`src/rtl/bit_cell_render_if.sv`:
```
// bit_cell_render_if
//   Pixel-stream bundle between the timing generator / line_map side and the
//   bit cell renderer, plus the renderer's outputs toward the VGA pins.
//   Signals:
//     col          raw column from the timing generator
//     hsync_in     raw hsync
//     vsync_in     raw vsync
//     video_on_in  raw active-video flag
//     data         selected 16-bit word (one clk behind col)
//     all          blank flag for the row (one clk behind col)
//     rgb          RGB332 pixel out
//     hsync_out    hsync delayed to match rgb
//     vsync_out    vsync delayed to match rgb
//   master: the stream source (drives the inputs, observes the outputs)
//   slave : the renderer
interface bit_cell_render_if;
  logic [10:0] col;
  logic        hsync_in;
  logic        vsync_in;
  logic        video_on_in;
  logic [15:0] data;
  logic        all;
  logic [7:0]  rgb;
  logic        hsync_out;
  logic        vsync_out;

  modport master (
    output col, hsync_in, vsync_in, video_on_in, data, all,
    input  rgb, hsync_out, vsync_out
  );

  modport slave (
    input  col, hsync_in, vsync_in, video_on_in, data, all,
    output rgb, hsync_out, vsync_out
  );
endinterface

```
`src/rtl/bit_cell_render.sv`:
```
// bit_cell_render
//   Draws a 16-bit word as 16 horizontal bit cells (MSB leftmost) on a VGA
//   line, with wider gaps at nibble boundaries. Three-register pipeline:
//   col -> rgb latency is 3 clk, and the syncs are delayed to match.
//   Ports:
//     clk    pixel clock
//     reset  asynchronous, active-high
//     bus    bit_cell_render_if.slave (col, syncs, video_on, data, all in;
//            rgb, hsync_out, vsync_out out)
module bit_cell_render #(
  parameter int          X0        = 100,
  parameter int          CELL_W    = 32,
  parameter int          GAP       = 4,
  parameter int          NIB_GAP   = 12,
  parameter logic [7:0]  ON_COLOR  = 8'hFC,
  parameter logic [7:0]  OFF_COLOR = 8'h49,
  parameter logic [7:0]  BG_COLOR  = 8'h03
) (
  input  logic               clk,
  input  logic               reset,
  bit_cell_render_if.slave   bus
);

  typedef enum logic [1:0] {S_IDLE, S_CELL, S_GAP, S_DONE} state_t;
  typedef enum logic [1:0] {CLS_BG, CLS_OFF, CLS_ON} cls_t;

  localparam logic [10:0] LP_X0       = 11'(X0);
  localparam logic [5:0]  LP_CELL_END = 6'(CELL_W - 1);
  localparam logic [5:0]  LP_GAP_END  = 6'(GAP - 1);
  localparam logic [5:0]  LP_NIB_END  = 6'(NIB_GAP - 1);

  function automatic logic [7:0] f_color(input cls_t cls, input logic vld);
    logic [7:0] c;
    case (cls)
      CLS_ON:  c = ON_COLOR;
      CLS_OFF: c = OFF_COLOR;
      default: c = BG_COLOR;
    endcase
    return vld ? c : 8'h00;
  endfunction

  // Stage 1 registers
  logic [10:0] r_col_p1;
  logic        r_hs_p1, r_vs_p1, r_vld_p1;
  // Stage 2 registers (FSM state and pixel class)
  state_t      r_state;
  logic [3:0]  r_cell;
  logic [5:0]  r_pix;
  logic [15:0] r_word;
  logic        r_blank;
  cls_t        r_cls_p2;
  logic        r_hs_p2, r_vs_p2, r_vld_p2;
  // Stage 3 registers
  logic [7:0]  r_rgb_p3;
  logic        r_hs_p3, r_vs_p3;

  state_t      w_state_n;
  logic [3:0]  w_cell_n;
  logic [5:0]  w_pix_n;
  logic [15:0] w_word_n;
  logic        w_blank_n;
  logic [5:0]  w_gap_end;
  cls_t        w_cls_n;

  // The gap following cells 12, 8 and 4 is the wide nibble gap.
  assign w_gap_end = (r_cell[1:0] == 2'b00) ? LP_NIB_END : LP_GAP_END;

  // data/all arrive already aligned with r_col_p1, so they are consumed here
  // without a register of their own.
  always_comb begin
    w_state_n = r_state;
    w_cell_n  = r_cell;
    w_pix_n   = r_pix;
    w_word_n  = r_word;
    w_blank_n = r_blank;
    if (r_col_p1 == LP_X0) begin
      // Restart at the first column wins over every other transition, which
      // also resynchronises the FSM after any column discontinuity.
      w_state_n = S_CELL;
      w_cell_n  = 4'd15;
      w_pix_n   = 6'd0;
      w_word_n  = bus.data;
      w_blank_n = bus.all;
    end else begin
      case (r_state)
        S_CELL: begin
          if (r_pix == LP_CELL_END) begin
            if (r_cell == 4'd0) begin
              w_state_n = S_DONE;
            end else begin
              w_state_n = S_GAP;
              w_pix_n   = 6'd0;
            end
          end else begin
            w_pix_n = r_pix + 6'd1;
          end
        end
        S_GAP: begin
          if (r_pix == w_gap_end) begin
            w_state_n = S_CELL;
            w_pix_n   = 6'd0;
            w_cell_n  = r_cell - 4'd1;
          end else begin
            w_pix_n = r_pix + 6'd1;
          end
        end
        S_DONE: begin
          if (r_col_p1 == 11'd0) w_state_n = S_IDLE;
        end
        default: ;
      endcase
    end

    // Class is derived from the next state so that it lands in the same
    // register stage as the state itself.
    w_cls_n = CLS_BG;
    if (w_state_n == S_CELL && !w_blank_n)
      w_cls_n = w_word_n[w_cell_n] ? CLS_ON : CLS_OFF;
  end

  always_ff @(posedge clk or posedge reset) begin
    if (reset) begin
      r_col_p1 <= '0;
      r_hs_p1  <= 1'b1;
      r_vs_p1  <= 1'b1;
      r_vld_p1 <= 1'b0;
      r_state  <= S_IDLE;
      r_cell   <= 4'd15;
      r_pix    <= 6'd0;
      r_word   <= 16'h0000;
      r_blank  <= 1'b1;
      r_cls_p2 <= CLS_BG;
      r_hs_p2  <= 1'b1;
      r_vs_p2  <= 1'b1;
      r_vld_p2 <= 1'b0;
      r_rgb_p3 <= 8'h00;
      r_hs_p3  <= 1'b1;
      r_vs_p3  <= 1'b1;
    end else begin
      // Stage 1: capture raw timing
      r_col_p1 <= bus.col;
      r_hs_p1  <= bus.hsync_in;
      r_vs_p1  <= bus.vsync_in;
      r_vld_p1 <= bus.video_on_in;
      // Stage 2: FSM advance and pixel class
      r_state  <= w_state_n;
      r_cell   <= w_cell_n;
      r_pix    <= w_pix_n;
      r_word   <= w_word_n;
      r_blank  <= w_blank_n;
      r_cls_p2 <= w_cls_n;
      r_hs_p2  <= r_hs_p1;
      r_vs_p2  <= r_vs_p1;
      r_vld_p2 <= r_vld_p1;
      // Stage 3: colour map and blanking
      r_rgb_p3 <= f_color(r_cls_p2, r_vld_p2);
      r_hs_p3  <= r_hs_p2;
      r_vs_p3  <= r_vs_p2;
    end
  end

  assign bus.rgb       = r_rgb_p3;
  assign bus.hsync_out = r_hs_p3;
  assign bus.vsync_out = r_vs_p3;

endmodule

```
`src/flat_wrapper.sv`:
```
// flat-port wrapper written by rule: the top's interface ports become plain ports
module bit_cell_render_flat 
#(
  parameter int          X0        = 100,
  parameter int          CELL_W    = 32,
  parameter int          GAP       = 4,
  parameter int          NIB_GAP   = 12,
  parameter logic [7:0]  ON_COLOR  = 8'hFC,
  parameter logic [7:0]  OFF_COLOR = 8'h49,
  parameter logic [7:0]  BG_COLOR  = 8'h03
)
  (clk, reset, bus_col, bus_hsync_in, bus_vsync_in, bus_video_on_in, bus_data, bus_all, bus_rgb, bus_hsync_out, bus_vsync_out);
  bit_cell_render_if bus_i ();
  input  logic clk;
  input  logic reset;
  input wire logic [$bits(bus_i.col)-1:0] bus_col;
  input wire logic [$bits(bus_i.hsync_in)-1:0] bus_hsync_in;
  input wire logic [$bits(bus_i.vsync_in)-1:0] bus_vsync_in;
  input wire logic [$bits(bus_i.video_on_in)-1:0] bus_video_on_in;
  input wire logic [$bits(bus_i.data)-1:0] bus_data;
  input wire logic [$bits(bus_i.all)-1:0] bus_all;
  output wire logic [$bits(bus_i.rgb)-1:0] bus_rgb;
  output wire logic [$bits(bus_i.hsync_out)-1:0] bus_hsync_out;
  output wire logic [$bits(bus_i.vsync_out)-1:0] bus_vsync_out;
  assign bus_i.col = bus_col;
  assign bus_i.hsync_in = bus_hsync_in;
  assign bus_i.vsync_in = bus_vsync_in;
  assign bus_i.video_on_in = bus_video_on_in;
  assign bus_i.data = bus_data;
  assign bus_i.all = bus_all;
  assign bus_rgb = bus_i.rgb;
  assign bus_hsync_out = bus_i.hsync_out;
  assign bus_vsync_out = bus_i.vsync_out;
  bit_cell_render #(.X0(X0), .CELL_W(CELL_W), .GAP(GAP), .NIB_GAP(NIB_GAP), .ON_COLOR(ON_COLOR), .OFF_COLOR(OFF_COLOR), .BG_COLOR(BG_COLOR)) u_core (.clk(clk), .reset(reset), .bus(bus_i));
endmodule
```
`config.mk`:
```
export PLATFORM = sky130hd
export DESIGN_NAME = bit_cell_render_flat
export DESIGN_NICKNAME = d
export VERILOG_FILES = /design/src/rtl/bit_cell_render_if.sv /design/src/rtl/bit_cell_render.sv /design/src/flat_wrapper.sv
export SDC_FILE = /design/constraint.sdc
export NUM_CORES = 1
export LEC_CHECK = 0
export CORE_MARGIN = 2
export CORE_UTILIZATION = 55
export DETAILED_ROUTE_END_ITERATION = 10
export DONT_BUFFER_PORTS = 1
export GPL_ROUTABILITY_DRIVEN = 0
export PLACE_DENSITY = 0.73
export SLEW_MARGIN = 20
export SYNTH_ARGS = -nofsm -noshare
export SYNTH_HDL_FRONTEND = slang
export SYNTH_SLANG_ARGS = --single-unit
```
`constraint.sdc`:
```
create_clock -name clk -period 2.31 [get_ports clk]
set_clock_uncertainty 0.1 [all_clocks]
set_input_delay 0.3465 -clock clk [delete_from_list [all_inputs] [get_ports clk]]
set_output_delay 0.3465 -clock clk [all_outputs]
set_load 0.01 [all_outputs]
```
==> results of run 1 <==
## cell families after synthesis
kind of cell | Yosys count | synth area share
and+or+nand+nor | 104 | 0.210
buffers and inverters | 21 | 0.0419
xor gates and xnor gates | 6 | 0.0318
adders and majority gates | 9 | 0.0455
DFF | 54 | 0.551
muxes | 5 | 0.0227
AOI/OAI and AO/OA | 36 | 0.0965
## routing by layer
metal,track usage,vias to the layer above
met1,0.292,864
li1,-,868
met5,0,-
met4,0.0839,0
met2,0.332,50
met3,0.0598,11
## state kept, by name, summed over array words and instances (netlist names), 2 cells and up
signal	count
u_core.r_col_p1	11
u_core.r_cell	4
u_core.r_cls_p2	2
u_core.r_word	16
u_core.bus.rgb	4
u_core.r_pix	6
u_core.r_state	2
## layout make-up
| class | count | area, um^2 |
|---|---|---|
| multi-input combinational | 160 | 1130 |
| timing repair buffer | 40 | 363 |
| clock inverter | 2 | 38.8 |
| tap | 52 | 65.1 |
| clock buffer | 6 | 82.6 |
| fill | 311 | 1270 |
| sequential | 54 | 1370 |
| inverter | 10 | 40.0 |
## worst max path at each step
stage                              end  slack [ns]  cells past startpoint
finish              u_core.r_cls_p2[1]       -0.06                      9
global route        u_core.r_cls_p2[1]       -0.15                      9
CTS                 u_core.r_cls_p2[1]       -0.06                      9
detailed placement  u_core.r_cls_p2[1]       -0.11                      9
global placement    u_core.r_cls_p2[1]       -0.06                      9
floorplan           u_core.r_cls_p2[1]       -0.07                      9
## what timing repair did
item                                    4_1_cts  5_1_grt
gates cloned                                  0        0
pin swaps                                     7        2
hold endpoints to repair                     37        0
setup buffers                                 3        1
hold buffers                                 15        0
endpoints found under the setup margin        2        2
resized for setup                             6        1
## power by group
group | switching, uW | internal [uW] | total [uW] | leakage, uW
sequential | 24.7 | 992 | 1020 | 0.000598
combinational | 79.3 | 86.4 | 166 | 0.000699
clock | 306 | 357 | 663 | 0.0000618
## placed cells by master (no fill, tap or decap), types with 3 or more instances in the layout
cell type / netlist / final
a31oi_1: 5 / 5
nor2b_1: 5 / 5
nor2_1: 7 / 7
o21ai_0: 6 / 5
a211oi_2: 1 / 4
nand3_1: 6 / 6
inv_1: 9 / 7
o21ai_1: 2 / 3
nor3_1: 4 / 4
a21oi_1: 7 / 7
ha_1: 9 / 8
dlygate4sd3_1: 0 / 15
dfstp_2: 11 / 11
nand4_1: 3 / 3
clkbuf_8: 1 / 6
buf_4: 4 / 23
dfrtp_1: 43 / 43
mux2_4: 0 / 4
and2_1: 6 / 6
nand2_1: 55 / 55
## per-stage QoR
stage	cell area (um^2)	worst slack, ns
CTS	3080	-0.0625
global placement	2760	-0.0576
detailed placement	2760	-0.110
floorplan	2580	-0.0662
finish	3090	-0.0600
global route	3090	-0.146
==> flow_summary.yaml, run 1 <==
outcome:
  status: "finished, violations left"
  violations: "setup timing"
cells_and_area:
  n_antenna_cell: 0
  nets: 313
  instances_no_fill: 324
  syn_to_final_growth_pct: 24.7
  finish.utilization: 0.709
  drive_gt1_frac: 0.265
hold_path:
  min_from: "bus_data[2]"
  min_path_cells: 2
  holdPathEnd: "u_core.r_word[2]"
  hold_path_class: "input pin to register"
power:
  powerDensity_nw_per_um2: 598
  power_uw: 1840
  leakagePower_uw: 0.00136
  ir_drop_mv: 0.416
routing:
  wl_met2_um: 2320
  ant_nets: 0
  drc: 0
  routedWlPerCell_um: 14.8
  drt-met1-wl_um: 2130
  firstDrtPassIters: 4
  vias: 1793
  vias_per_cell: 5.53
  drt_wl_total_um: 4800
  dr.max_layer_used: "met4"
  routed-wl-met3_um: 262
  drtIter0Drc: 81
worst_setup_path:
  rr_endpoint: "u_core.r_cls_p2[1]"
  cp_cell_sequence: "inv_4 > ha_4 > xnor2_4 > and3_4 > xnor2_4 > mux2_4 > o221ai_2 > a22oi_2 > and2_1"
  slowest_stage: "dfstp_2"
  crit_buf_inv: 1
  worstPathArrival_ns: 2.47
  cp_slowest_stage_delay_ns: 0.56
  r2r-start: "u_core.r_cell[0]"
  cpLargestDelayFamily: "flip-flops"
  crit_start: "u_core.r_cell[0]"
  crit_required_ns: 2.41
  critPathKind: "register to register"
  cp_max_fo: 6
  endpoint_kind: "register"
  rrSetupSlack_ns: -0.06
  r2r_cells: 9
  cpMostUsedCell: "xnor2_4"
  crit_path_start_kind: "register"
floorplanning:
  rows: 24
  dieArea_um2: 5050
  io_pins: 43
  die_height_um: 71.1
  core_um2: 4350
  die_w_um: 71.1
  initial_core_util: 0.569
placed_design:
  io_buffers: 0
  dp.cells: 297
  place_hpwl_um: 3370
logic_synthesis:
  yosys-top-cells-area: "dfrtp_1 (43%), dfstp_2 (12%), nand2_1 (8.3%)"
  synth-edff-count: 0
  syn_avg_cell_area_um2: 10.5
  synth_common_cells: "nand2_1 (55), dfrtp_1 (43), dfstp_2 (11), ha_1 (9), inv_1 (9)"
  syn_inst: 235
  ys_seq_elements: 54
  async_reset_ff_frac: 1.00
  syn-num-nets: 277
  yosysTopAreaCell: "dfrtp_1"
  postSynth.topFlopCell: "dfrtp_1"
  ys_types: 47
  yosysWarnings: 0
  synth.most_common_cell: "nand2_1"
  seq_area_frac_synth: 0.551
  yosysTopAreaCellShare: 0.435
  synth_area_um2: 2480
timing:
  finalHoldViolCount: 0
  slew_headroom: 0.625
  tightest_slew_ns: 0.562
  fmax_mhz: 422
  period_minus_slack_ns: 2.37
  holdWs_ns: 0.0337
  rsz0062_at_grt: "true"
  slew_violations: 0
  period_share: 1.03
  setup_tns_ns: -0.0600
  setup_viol: 1
  fin_ws_ns: -0.0600
global_route:
  grt_pass1_wl_um: 8370
  antenna_found_initial: 0
  grt_max_degree: 29
  grt_overflow: 0
  grt_pass1_vias: 1762
  track_usage: 0.215
clock_network:
  numClockSinks: 54
  clock-root-buffer: "clkbuf_8"
  cts_tree: "yes"
  cts_max_path_buffers: 2
  path_clk_slew_ns: 0.10
  htree_levels: 2
  worstSkewPairLatency_ns: 0.31
  cts_buffers: 5
flow_run:
  cap_viol_max_count: 0
(Power assumes the default switching activity.)
==> run 2: changes to the inputs <==
Settings changed: PLACE_DENSITY 0.73 to 0.7, SKIP_LAST_GASP set to 1.
Clock period 2.31 ns to 2.25 ns, I/O delays scaled along.
==> run 2 against run 1 <==
Effect of this change: flip-flop and latch count did not move; sequential share of layout area fell by 0.39 points; die area did not move; worst setup slack got worse by 0.094 ns; the run still ends with setup timing left; global-route usage rose by 1.4 points; non-clock buffer count rose by 4; first-iteration DRC count fell by 8.6%; wire length rose by 8.7%; clock-buffer cell count did not move.
==> flow_summary.yaml, run 2 (same netlist as run 1, synthesis figures left out) <==
worst_setup_path:
  endpoint_kind: "register"
  cp_max_fo: 6
  worstPathArrival_ns: 2.51
  crit_required_ns: 2.36
  r2r_cells: 9
  critPathKind: "register to register"
  crit_path_start_kind: "register"
clock_network:
  cts_max_path_buffers: 2
  cts_tree: "yes"
  htree_levels: 2
  worstSkewPairLatency_ns: 0.30
  numClockSinks: 54
  cts_buffers: 5
  clock-root-buffer: "clkbuf_8"
  path_clk_slew_ns: 0.10
routing:
  ant_nets: 0
  drtIter0Drc: 74
  firstDrtPassIters: 4
  routedWlPerCell_um: 15.9
  vias_per_cell: 5.58
  vias: 1831
  drc: 0
  drt_wl_total_um: 5220
timing:
  fmax_mhz: 416
  rsz0062_at_grt: "true"
  slew_violations: 0
  period_minus_slack_ns: 2.40
  holdWs_ns: 0.0299
  period_share: 1.07
  tightest_slew_ns: 0.528
  finalHoldViolCount: 0
  slew_headroom: 0.645
  setup_viol: 2
  fin_ws_ns: -0.154
power:
  powerDensity_nw_per_um2: 600
  power_uw: 1870
  power_switching_uw: 425
  pwr-share-seq: 0.559
  p_sw_frac: 0.227
  clockPowerShare: 0.346
  power.internal_uw: 1440
  leakagePower_uw: 0.00137
  ir_drop_mv: 0.535
  combPwrFrac: 0.095
placed_design:
  postPlaceCellArea_um2: 2800
  io_buffers: 0
  place_hpwl_um: 3630
  dp.cells: 303
cells_and_area:
  drive_gt1_frac: 0.279
  syn_to_final_growth_pct: 25.8
  finish.instance_area_um2: 3110
  n_antenna_cell: 0
  largest_register: "u_core.r_word"
  top_regs: "u_core.r_word (16), u_core.r_col_p1 (11), u_core.r_pix (6)"
  instances_no_fill: 328
  layout_commonest_cell: "nand2_1"
  nets: 317
  largest_reg_flops: 16
  final_cell_mix: "nand2_1 (55), dfrtp_1 (43), buf_4 (28), dlygate4sd3_1 (15), dfstp_2 (11)"
global_route:
  grt_pass1_vias: 1932
  grt_max_degree: 55
  track_usage: 0.229
  grt_pass1_wl_um: 8950
  antenna_found_initial: 0
  grt_overflow: 0
floorplanning:
  rows: 24
  die_w_um: 71.1
  io_pins: 43
  core_um2: 4350
  dieArea_um2: 5050
  initial_core_util: 0.569
  die_height_um: 71.1
hold_path:
  hold_path_class: "input pin to register"
  min_path_cells: 2
outcome:
  status: "finished, violations left"
  violations: "setup timing"
flow_run:
  cap_viol_max_count: 0
## run 2: final cells by class
type | instances | area (um^2)
Clock buffer | 6 | 72.6
Fill cell | 308 | 1240
Clock inverter | 2 | 37.5
Tap cell | 52 | 65.1
Sequential cell | 54 | 1370
Timing Repair Buffer | 44 | 380
Multi-Input combinational cell | 160 | 1150
Inverter | 10 | 40.0
## run 2: worst max-delay path, cell delays in order, from the launching register on
cell      delay, ns
dfstp_2        0.57
inv_4          0.04
ha_4           0.17
xnor2_4        0.24
and3_4         0.28
xnor2_4        0.16
mux2_4         0.34
o221ai_4       0.15
a22oi_2        0.11
and2_1         0.15
## run 2: power by group through the flow
stage	clock network, uW	registers [uW]	logic, uW
global route	693	1050	200
CTS	656	1040	176
floorplan	0	1060	91.0
detailed placement	0	1060	152
finish	646	1040	177
global placement	0	1060	145
## run 2: per-stage QoR
stage | worst slack, ns | setup TNS (ns) | util
6_report | -0.154 | -0.272 | 0.715
3_3_place_gp | -0.126 | -0.229 | 0.643
2_1_floorplan | -0.126 | -0.170 | -
4_1_cts | -0.152 | -0.270 | 0.709
3_5_place_dp | -0.217 | -0.402 | 0.643
5_1_grt | -0.267 | -0.494 | 0.715
## run 2: what timing repair did
item,CTS,global route
hold buffers,15,0
buffers inserted,0,2
resized for setup,4,4
pin swaps,4,4
hold endpoints to repair,57,0
endpoints found under the setup margin,2,2
## run 2: metal layers
metal,share of wire,routed length (um),up-vias,track usage
li1,-,-,873,-
met1,0.42,2200,907,0.281
met2,0.53,2750,44,0.400
met3,0.040,208,7,0.0541
met4,0.012,63,0,0.0755
met5,0,0,-,0
## run 2: final timing paths
kind / startpoint / endpoint / slack (ns)
max: u_core.r_cell[0] / u_core.r_cls_p2[1] / -0.15
min: bus_data[15] / u_core.r_word[15] / 0.03
max reg2reg: u_core.r_cell[0] / u_core.r_cls_p2[1] / -0.15
min reg2reg: u_core.r_hs_p1 / u_core.r_hs_p2 / 0.26
max in group asynchronous: reset / u_core.bus.vsync_out / 1.29
min in group asynchronous: reset / u_core.r_word[1] / 0.48
